**config.mk**
```make
export PLATFORM = sky130hd
export DESIGN_NAME = action_pkt_sched
export DESIGN_NICKNAME = d
export VERILOG_FILES = /design/src/rtl/action_pkt_sched_pkg.sv /design/src/rtl/fallthrough_small_fifo.sv /design/src/rtl/action_pkt_sched.sv
export SDC_FILE = /design/constraint.sdc
export NUM_CORES = 1
export LEC_CHECK = 0
export BUFFER_PORTS_ARGS = -buffer_cell sky130_fd_sc_hd__buf_4
export CORE_ASPECT_RATIO = 0.5
export CORE_MARGIN = 4
export CORE_UTILIZATION = 55
export DETAILED_ROUTE_END_ITERATION = 12
export PLACE_DENSITY = 0.85
export SYNTH_ARGS = -nofsm -noshare
export SYNTH_HDL_FRONTEND = slang
export SYNTH_SLANG_ARGS = --single-unit
```
**constraint.sdc**
```tcl
create_clock -name clk -period 18.1 [get_ports clk]
set_input_delay 1.81 -clock clk [delete_from_list [all_inputs] [get_ports clk]]
set_output_delay 1.81 -clock clk [all_outputs]
set_load 0.02 [all_outputs]
```
**src/rtl/action_pkt_sched_pkg.sv**
```systemverilog
// Shared openflow scheduler definitions: FSM state encoding, action drop-bit index,
// action queue depth and the default action word width.
`ifndef OF_ACTION_DATA_WIDTH
`define OF_ACTION_DATA_WIDTH 32
`endif

package action_pkt_sched_pkg;

  typedef enum logic [1:0] {
    ST_WAIT = 2'd0,
    ST_XFER = 2'd1,
    ST_DROP = 2'd2
  } sched_state_e;

  localparam int unsigned OF_ACT_DROP_BIT     = 0;
  localparam int unsigned ACT_FIFO_DEPTH_BITS = 2;

endpackage

```
**src/rtl/fallthrough_small_fifo.sv**
```systemverilog
// Small fall-through FIFO: head word visible on dout while not empty; writes when
// full and reads when empty are ignored. Exposes occupancy for threshold logic.
module fallthrough_small_fifo #(
  parameter int WIDTH          = 72,
  parameter int MAX_DEPTH_BITS = 3
) (
  input  logic                    clk,
  input  logic                    reset,
  input  logic [WIDTH-1:0]        din,
  input  logic                    wr_en,
  input  logic                    rd_en,
  output logic [WIDTH-1:0]        dout,
  output logic                    empty,
  output logic [MAX_DEPTH_BITS:0] count
);

  localparam int unsigned DEPTH = 1 << MAX_DEPTH_BITS;
  localparam logic [MAX_DEPTH_BITS:0] FULL_CNT = {1'b1, {MAX_DEPTH_BITS{1'b0}}};

  logic [WIDTH-1:0]          mem_q [DEPTH];
  logic [MAX_DEPTH_BITS-1:0] wr_ptr_q, wr_ptr_d, rd_ptr_q, rd_ptr_d;
  logic [MAX_DEPTH_BITS:0]   cnt_q, cnt_d;
  logic                      do_wr, do_rd;

  always_comb begin
    empty    = (cnt_q == '0);
    count    = cnt_q;
    dout     = mem_q[rd_ptr_q];
    do_wr    = wr_en && (cnt_q != FULL_CNT);
    do_rd    = rd_en && !empty;
    wr_ptr_d = do_wr ? wr_ptr_q + 1'b1 : wr_ptr_q;
    rd_ptr_d = do_rd ? rd_ptr_q + 1'b1 : rd_ptr_q;
    cnt_d    = cnt_q;
    case ({do_wr, do_rd})
      2'b10:   cnt_d = cnt_q + 1'b1;
      2'b01:   cnt_d = cnt_q - 1'b1;
      default: cnt_d = cnt_q;
    endcase
  end

  always_ff @(posedge clk) begin
    if (reset) begin
      wr_ptr_q <= '0;
      rd_ptr_q <= '0;
      cnt_q    <= '0;
    end else begin
      wr_ptr_q <= wr_ptr_d;
      rd_ptr_q <= rd_ptr_d;
      cnt_q    <= cnt_d;
    end
  end

  always_ff @(posedge clk) begin
    if (do_wr) mem_q[wr_ptr_q] <= din;
  end

endmodule

```
**src/rtl/action_pkt_sched.sv**
```systemverilog
// Binds queued matcher actions to buffered packets and forwards or drops each packet.
// Define ACTION_PKT_SCHED_STATS_EN to build the forwarded/dropped packet counters.
`ifndef OF_ACTION_DATA_WIDTH
`define OF_ACTION_DATA_WIDTH 32
`endif

module action_pkt_sched import action_pkt_sched_pkg::*; #(
  parameter int DATA_WIDTH          = 64,
  parameter int CTRL_WIDTH          = DATA_WIDTH / 8,
  parameter int ACT_WIDTH           = `OF_ACTION_DATA_WIDTH,
  parameter int ACT_DROP_BIT        = OF_ACT_DROP_BIT,
  parameter int PKT_FIFO_DEPTH_BITS = 3
) (
  input  logic                  clk,
  input  logic                  reset,
  input  logic [DATA_WIDTH-1:0] in_data,
  input  logic [CTRL_WIDTH-1:0] in_ctrl,
  input  logic                  in_wr,
  output logic                  in_rdy,
  input  logic [ACT_WIDTH-1:0]  action_data,
  input  logic                  action_valid,
  output logic [DATA_WIDTH-1:0] out_data,
  output logic [CTRL_WIDTH-1:0] out_ctrl,
  output logic                  out_wr,
  input  logic                  out_rdy,
  output logic [ACT_WIDTH-1:0]  cur_action,
  output logic                  act_ovf_err,
  output logic [31:0]           fwd_cnt,
  output logic [31:0]           drop_cnt
);

  localparam int PKT_W = CTRL_WIDTH + DATA_WIDTH;
  localparam logic [PKT_FIFO_DEPTH_BITS:0] PKT_NEARLY = {1'b0, {PKT_FIFO_DEPTH_BITS{1'b1}}};
  localparam logic [ACT_FIFO_DEPTH_BITS:0] ACT_FULL   = {1'b1, {ACT_FIFO_DEPTH_BITS{1'b0}}};

  logic [PKT_W-1:0]               pkt_dout;
  logic                           pkt_empty, pkt_rd;
  logic [PKT_FIFO_DEPTH_BITS:0]   pkt_cnt;
  logic [ACT_WIDTH-1:0]           act_head;
  logic                           act_empty, act_full, act_wr, act_rd;
  logic [ACT_FIFO_DEPTH_BITS:0]   act_cnt;

  sched_state_e         state_q, state_d;
  logic [ACT_WIDTH-1:0] cur_action_q, cur_action_d;
  logic                 body_seen_q, body_seen_d;
  logic                 act_ovf_err_q, act_ovf_err_d;
  logic                 eop;

  fallthrough_small_fifo #(
    .WIDTH          (PKT_W),
    .MAX_DEPTH_BITS (PKT_FIFO_DEPTH_BITS)
  ) u_pkt_fifo (
    .clk   (clk),
    .reset (reset),
    .din   ({in_ctrl, in_data}),
    .wr_en (in_wr),
    .rd_en (pkt_rd),
    .dout  (pkt_dout),
    .empty (pkt_empty),
    .count (pkt_cnt)
  );

  fallthrough_small_fifo #(
    .WIDTH          (ACT_WIDTH),
    .MAX_DEPTH_BITS (ACT_FIFO_DEPTH_BITS)
  ) u_act_fifo (
    .clk   (clk),
    .reset (reset),
    .din   (action_data),
    .wr_en (act_wr),
    .rd_en (act_rd),
    .dout  (act_head),
    .empty (act_empty),
    .count (act_cnt)
  );

  always_comb begin
    out_data      = pkt_dout[DATA_WIDTH-1:0];
    out_ctrl      = pkt_dout[PKT_W-1:DATA_WIDTH];
    in_rdy        = !(pkt_cnt >= PKT_NEARLY);
    act_full      = (act_cnt == ACT_FULL);
    act_wr        = action_valid && !act_full;
    act_ovf_err_d = act_ovf_err_q || (action_valid && act_full);
    state_d       = state_q;
    cur_action_d  = cur_action_q;
    body_seen_d   = body_seen_q;
    out_wr        = 1'b0;
    pkt_rd        = 1'b0;
    act_rd        = 1'b0;
    case (state_q)
      ST_WAIT: if (!act_empty) begin
        cur_action_d = act_head;
        state_d      = act_head[ACT_DROP_BIT] ? ST_DROP : ST_XFER;
      end
      ST_XFER: begin
        out_wr = !pkt_empty && out_rdy;
        pkt_rd = out_wr;
      end
      ST_DROP: pkt_rd = !pkt_empty;
      default: state_d = ST_WAIT;
    endcase
    // A non-zero ctrl word only closes a packet once a ctrl==0 body word has gone by.
    eop = pkt_rd && (out_ctrl != '0) && body_seen_q;
    if (pkt_rd) body_seen_d = eop ? 1'b0 : (body_seen_q || (out_ctrl == '0));
    if (eop) begin
      act_rd  = 1'b1;
      state_d = ST_WAIT;
    end
  end

  always_ff @(posedge clk) begin
    if (reset) begin
      state_q       <= ST_WAIT;
      cur_action_q  <= '0;
      body_seen_q   <= 1'b0;
      act_ovf_err_q <= 1'b0;
    end else begin
      state_q       <= state_d;
      cur_action_q  <= cur_action_d;
      body_seen_q   <= body_seen_d;
      act_ovf_err_q <= act_ovf_err_d;
    end
  end

  always_comb begin
    cur_action  = cur_action_q;
    act_ovf_err = act_ovf_err_q;
  end

`ifdef ACTION_PKT_SCHED_STATS_EN
  logic [31:0] fwd_cnt_q, fwd_cnt_d, drop_cnt_q, drop_cnt_d;

  always_comb begin
    fwd_cnt_d  = fwd_cnt_q  + ((eop && state_q == ST_XFER) ? 32'd1 : 32'd0);
    drop_cnt_d = drop_cnt_q + ((eop && state_q == ST_DROP) ? 32'd1 : 32'd0);
    fwd_cnt    = fwd_cnt_q;
    drop_cnt   = drop_cnt_q;
  end

  always_ff @(posedge clk) begin
    if (reset) begin
      fwd_cnt_q  <= '0;
      drop_cnt_q <= '0;
    end else begin
      fwd_cnt_q  <= fwd_cnt_d;
      drop_cnt_q <= drop_cnt_d;
    end
  end
`else
  always_comb begin
    fwd_cnt  = '0;
    drop_cnt = '0;
  end
`endif

endmodule

```
### Yosys cells after proc, flatten, opt, wreduce, memory -nomap -nowiden

Memories as Yosys holds them, arrays and structs flattened. A register that Yosys moved wholly into a read port is not among the register bits.
Cells that the tools add are included.

| word-level totals | value |
|---|---|
| bits in registers | 53 |
| memory bits (writable) | 704 |
| input port bits | 109 |
| output and inout port bits | 171 |
| word-level logic and storage cells | 76 |
| memories | 2 |

| operators by class | value |
|---|---|
| add/subtract/negate cells | 8 |
| magnitude comparators | 1 |
| equal/unequal tests | 10 |
| muxes and demuxes | 17 |
| bitwise operators | 2 |
| reductions and logical operators | 26 |

Memory list:

| memory | words | width | read ports | clocked after memory_dff | wr ports | line | RTL |
|---|---|---|---|---|---|---|---|
| u_pkt_fifo.mem_q | 8 | 72 | 1 | 1 | 1 | fallthrough_small_fifo.sv:20 | `logic [WIDTH-1:0] mem_q [DEPTH];` |
| u_act_fifo.mem_q | 4 | 32 | 1 | 1 | 1 | fallthrough_small_fifo.sv:20 |  |

Operator list:

| kind | number |
|---|---|
| 3-bit by 1-bit adder with 3-bit output (second input constant) | 3 |
| 1-bit logical AND | 9 |
| 8-bit zero test | 1 |
| 2-bit 2-to-1 mux | 4 |
| 4-bit case mux with 2 select lines | 1 |
| 8-bit nonzero test | 1 |
| 1-bit 2-to-1 mux | 7 |
| 2-bit by 1-bit equality test with 1-bit output (second input constant) | 3 |
| 2-bit equality test (second input constant) | 3 |
| 3-bit 2-to-1 mux | 2 |
| 3-bit case mux with 2 select lines | 1 |
| 2-bit by 1-bit adder with 2-bit output (second input constant) | 2 |
| 4-bit by 1-bit adder with 4-bit output (second input constant) | 1 |
| 4-bit by 3-bit >= comparator with 1-bit output (second input constant) | 1 |
| 1-bit zero test | 4 |
| 4-bit zero test | 1 |
| 4-bit inequality test (second input constant) | 1 |
| 2-bit case mux with 2 select lines | 1 |
| 2-bit AND reduction | 2 |
| 2-bit nonzero test | 2 |
| 2-bit OR reduction | 2 |
| 4-bit by 1-bit subtractor with 4-bit output (second input constant) | 1 |
| 3-bit equality test (second input constant) | 1 |
| 3-bit zero test | 1 |
| 7 further kinds | 9 |

### Logic depth before layout (Yosys ltp)

| depth | value |
|---|---|
| depth after elaboration | 10 |
| depth in mapped cells | 12 |
| mapped depth without buffers | 12 |

### Cells and area by module

A second synthesis with hierarchy kept.

| second synthesis, totals | value |
|---|---|
| cell total of the unflattened synthesis | 1363 |
| area total of the unflattened synthesis | 29557.1 sq um |

By module, submodules not included:

| module | instances | cells each | area an instance (sq um) | seq. area each (sq um) |
|---|---|---|---|---|
| fallthrough_small_fifo (u_pkt_fifo) | 1 | 904 | 22526.6 | 17556.8 |
| fallthrough_small_fifo (u_act_fifo) | 1 | 220 | 5141.2 | 4023.9 |
| action_pkt_sched | 1 | 239 | 1889.3 | 720.7 |

### Worst setup path before layout

No wires, ideal clock.

| timing path | value |
|---|---|
| kind | input to register |
| start point | in in_wr |
| end point | mem u_pkt_fifo.mem_q[0][0], enable pin |
| setup time | 0.680 ns |
| arrival | 9.266 ns |
| data required time | 17.420 ns |
| slack | 8.154 ns |
| cell stages on the path | 3 |
| path buffers | 0 |
| cells stage by stage | a21boi_0 > inv_1 > nor4_1 |

| on the way | value |
|---|---|
| longest elaborated chain between the ends | 3 |

Ends and longest elaborated chain:

| item | line | RTL |
|---|---|---|
| from (decl) | action_pkt_sched.sv:18 | `input logic in_wr,` |
| 1-bit logical AND | fallthrough_small_fifo.sv:29 | `do_wr = wr_en && (cnt_q != FULL_CNT);` |
| 1-bit 2-to-1 mux | fallthrough_small_fifo.sv:54 | `if (do_wr) mem_q[wr_ptr_q] <= din;` |
| 1-bit 2-to-1 mux (not written as such) | fallthrough_small_fifo.sv:54 |  |
| to (decl) | fallthrough_small_fifo.sv:20 |  |

Every way passes these cells.

==> implementation parameters <==
Parameter                              Value

Run status
  Result of the run    completed

Power
  Total power density per cell area    about 110 nW/um^2
  Leakage power figure    between 10 and 15 nW
  Peak ir drop on the vdd network    around 0.000092 V

Yosys
  Largest family of logic cells by synthesized area    multiplexers
  Gate Count Post-Synth    1361
  Average cell area after synthesis    21.4 sq um
  Biggest area contributors in the synthesized netlist    edfxtp_1, mux4_2, dfxtp_1
  Simple-Gate Fraction of Synth Area    0.0201
  Fraction of the mapped netlist area in compound gates    0.0101
  Mapped cell area    29100 sq um
  Yosys warnings    0
  Most area-hungry cell type in the Yosys netlist    edfxtp_1
  Post-synthesis mux area share    0.167
  Share of Yosys cell area claimed by the top area cell type    0.726
  Share of synthesized area occupied by flip-flops and latches    0.766
  FF+latch count, synth    762
  Adder and majority gate portion of the synthesized area    0.00627
  Parity-gate share of the synthesized area counting xor and xnor cells    0.00331
  Count of different cell masters after synthesis    41

Timing
  Finish-stage setup viols    0
  Tmin final    6.32 ns
  Setup TNS after final layout    0 ns
  Transition at the pin with the smallest max-transition slack    1.13 ns
  Setup repair after global routing missed its margin    false
  Final Hold Viols    0
  Number of slew-limit violations in the final report    0
  Highest Clock Rate    0.158 GHz
  Slew Limit Headroom    0.249
  Clock skew    0.0372 ns
  Final clock period utilization by the worst path    0.349

Clock tree
  Worst-case clock buffer depth    3
  TritonCTS clock tree    done
  Cell chosen for the clock root    clkbuf_16
  Number of resized instances in the post-cts repair step    0
  CTS HTree Levels    2
  Number of post-CTS setup repair buffers    0
  Clock slew at the register clock pins of the worst setup and hold paths    ~0.07 ns
  Insertion delay of the later-clocked pin in the worst-skew pair    0.60 ns
  Quantity of hold-fixing buffers added after cts    0
  Num Clock Sinks    762
  Number of clock buffers inserted by TritonCTS    between 60 and 70

Routing
  Count of routing violations after the opening detailed-route iteration    1316
  Final Routed Wirelength    58600 um
  DRC viols    0
  Via-to-Cell Ratio    5.83
  Number of optimization iterations in the first detailed-route pass    5
  Post-route ant nets    0
  Total via count in the routed design    about 14000
  Average wire per cell in the routed design    24.8 um

Floorplanning
  Floorplan Core Area    52200 sq um
  Initial Utilization    0.558
  Chip width    333 um
  Number of rows in the core area    59
  Die Height    171 um
  Number of top-level pins    280
  Area enclosed by the die boundary    56900 sq um

Worst setup path
  Total buffers and inverters traversed by the critical path    3
  Register-to-register setup slack    13.46 ns
  Critical Path RT    about 16 ns
  Cell with the most instances on the worst path    buf_4
  Crit path DAT    around 4.5 ns
  Critical Path Max Stage Delay    0.99 ns
  Crit-path slowest cell    dfxtp_4
  Sort of element at the end of the critical path    output pin
  Crit path max fanout    49
  Critical setup path kind    reg2out
  Critical path, cell by cell    buf_4 -> buf_4 -> mux4_2 -> mux2_2 -> buf_4
  Critical Path Source Type    register
  Dominant delay contributor by cell family on the critical path    buffers and inverters

Placed design
  Placer's final routability congestion estimate    0.734
  Post-Place Cells    about 2200
  Post-detail-place hpwl    32400 um
  Count of input and output buffers    215

Finish
  Most common cell after layout, fill and taps aside    edfxtp_1
  Count of placed standard cells in the final layout, fillers left out    2362
  Synth-to-layout area growth    14.4%
  Most used cells in the layout excluding fill and tap cells    edfxtp_1, buf_4, mux4_2
  Fraction of final layout cells sized beyond drive strength 1    0.353
  Number of inserted filler cells in the final layout    3303
  Final net count    1725

Global routing
  Total gr overflow    0
  Largest net degree at the start of global routing    79
  Global routing usage summed across all routing layers    0.204
  Number of global-route vias before repair    14300
  First-pass GRT wire length    88000 um
  Antenna violations before repair    7

Hold path
  Min-delay worst type    reg2reg

Flow run
  Max-cap viol count    0
[power by group]
part	switching (W)	total [W]	internal, W
Clock	0.000597	0.00130	0.000704
Combinational	0.000149	0.000243	0.0000949
Sequential	0.0000214	0.00200	0.00198
Total	0.000767	0.00355	0.00278
[flip-flops by register name, indices dropped and copies added (netlist names), named ones only]
signal	cells
u_act_fifo.count	3
act_ovf_err	1
u_pkt_fifo.wr_ptr_q	3
u_act_fifo.rd_ptr_q	2
state_q	2
u_pkt_fifo.count	4
u_act_fifo.mem_q	128
u_pkt_fifo.rd_ptr_q	3
u_pkt_fifo.mem_q	576
body_seen_q	1
cur_action	32
u_act_fifo.wr_ptr_q	2
[synth_stat cells]
cell type and instances:
a211o_1 1, a21boi_0 1, a21boi_1 1, a21oi_1 44, a21oi_2 1, a22oi_1 1
a31oi_1 2, and2_1 5, buf_1 7, buf_12 1, buf_2 14, buf_4 64
buf_6 1, clkbuf_1 39, conb_1 1, dfxtp_1 58, edfxtp_1 704, fa_1 1
ha_1 13, inv_1 10, mux2_1 3, mux2_2 70, mux2_4 2, mux2i_1 2
mux4_1 7, mux4_2 169, nand2_1 76, nand2b_1 3, nand3_1 3, nand4_1 1
nor2_1 22, nor2b_1 3, nor3_1 8, nor3b_2 1, nor4_1 2, nor4_4 2
o21ai_0 3, o21bai_1 1, or3_1 3, xnor2_1 4, xor2_1 7
[cells by family (layout without fill, tap and decap cells)]
kind of cell | count (synthesis) | in the layout
fa+ha+maj | 14 | 14
mux | 253 | 253
flops | 762 | 762
compound gates | 55 | 55
buf+inv | 136 | 366
simple gates | 129 | 129
other cells | 1 | 71
xor+xnor | 11 | 11
[layout make-up]
class                      count  area [sq um]  area share
clock buffer                  78          1650      0.0496
multi-input combinational    526          6310       0.189
inverter                      10          37.5     0.00113
antenna                        7          17.5    0.000526
clock inverter                37           303     0.00909
timing repair buffer         241          1810      0.0543
tap                          701           877      0.0263
sequential                   762         22300       0.670
[worst register-to-register path, stage by stage, from the launching register on]
cell	delay [ns]
dfxtp_4	0.99
buf_4	0.92
mux4_1	0.74
mux2_2	0.32
nor4_4	0.45
a21oi_2	0.16
ha_1	0.26
inv_1	0.07
fa_1	0.17
xor2_1	0.07
or3_1	0.30
a21oi_1	0.15
[worst paths after layout]
check | start | to | depth (start not counted)
worst max register to register | register | u_act_fifo.count[2] | 11
worst max-delay path | register | out_data[7] | 5
worst min register to register | cur_action[1] | cur_action[1] | 2
worst min-delay path | cur_action[1] | cur_action[1] | 2
[through the flow]
step	hold slack, ns	total power [W]	worst slack [ns]	area [sq um]	util
after floorplan	0.469	0.00219	8.15	29400	-
after global placement	0.445	0.00227	12.29	31300	0.601
after detailed placement	0.450	0.00228	12.19	31300	0.601
after CTS	0.459	0.00357	11.53	33300	0.638
after global routing	0.481	0.00367	11.27	33300	0.638
final	0.456	0.00355	11.78	33300	0.638
[routing by layer]
metal	wire, um	GRT usage
met3	3420	0.0335
met2	31000	0.362
met5	20	0
met4	2100	0.0715
met1	22100	0.262
Power figures use the tool's default switching activity.
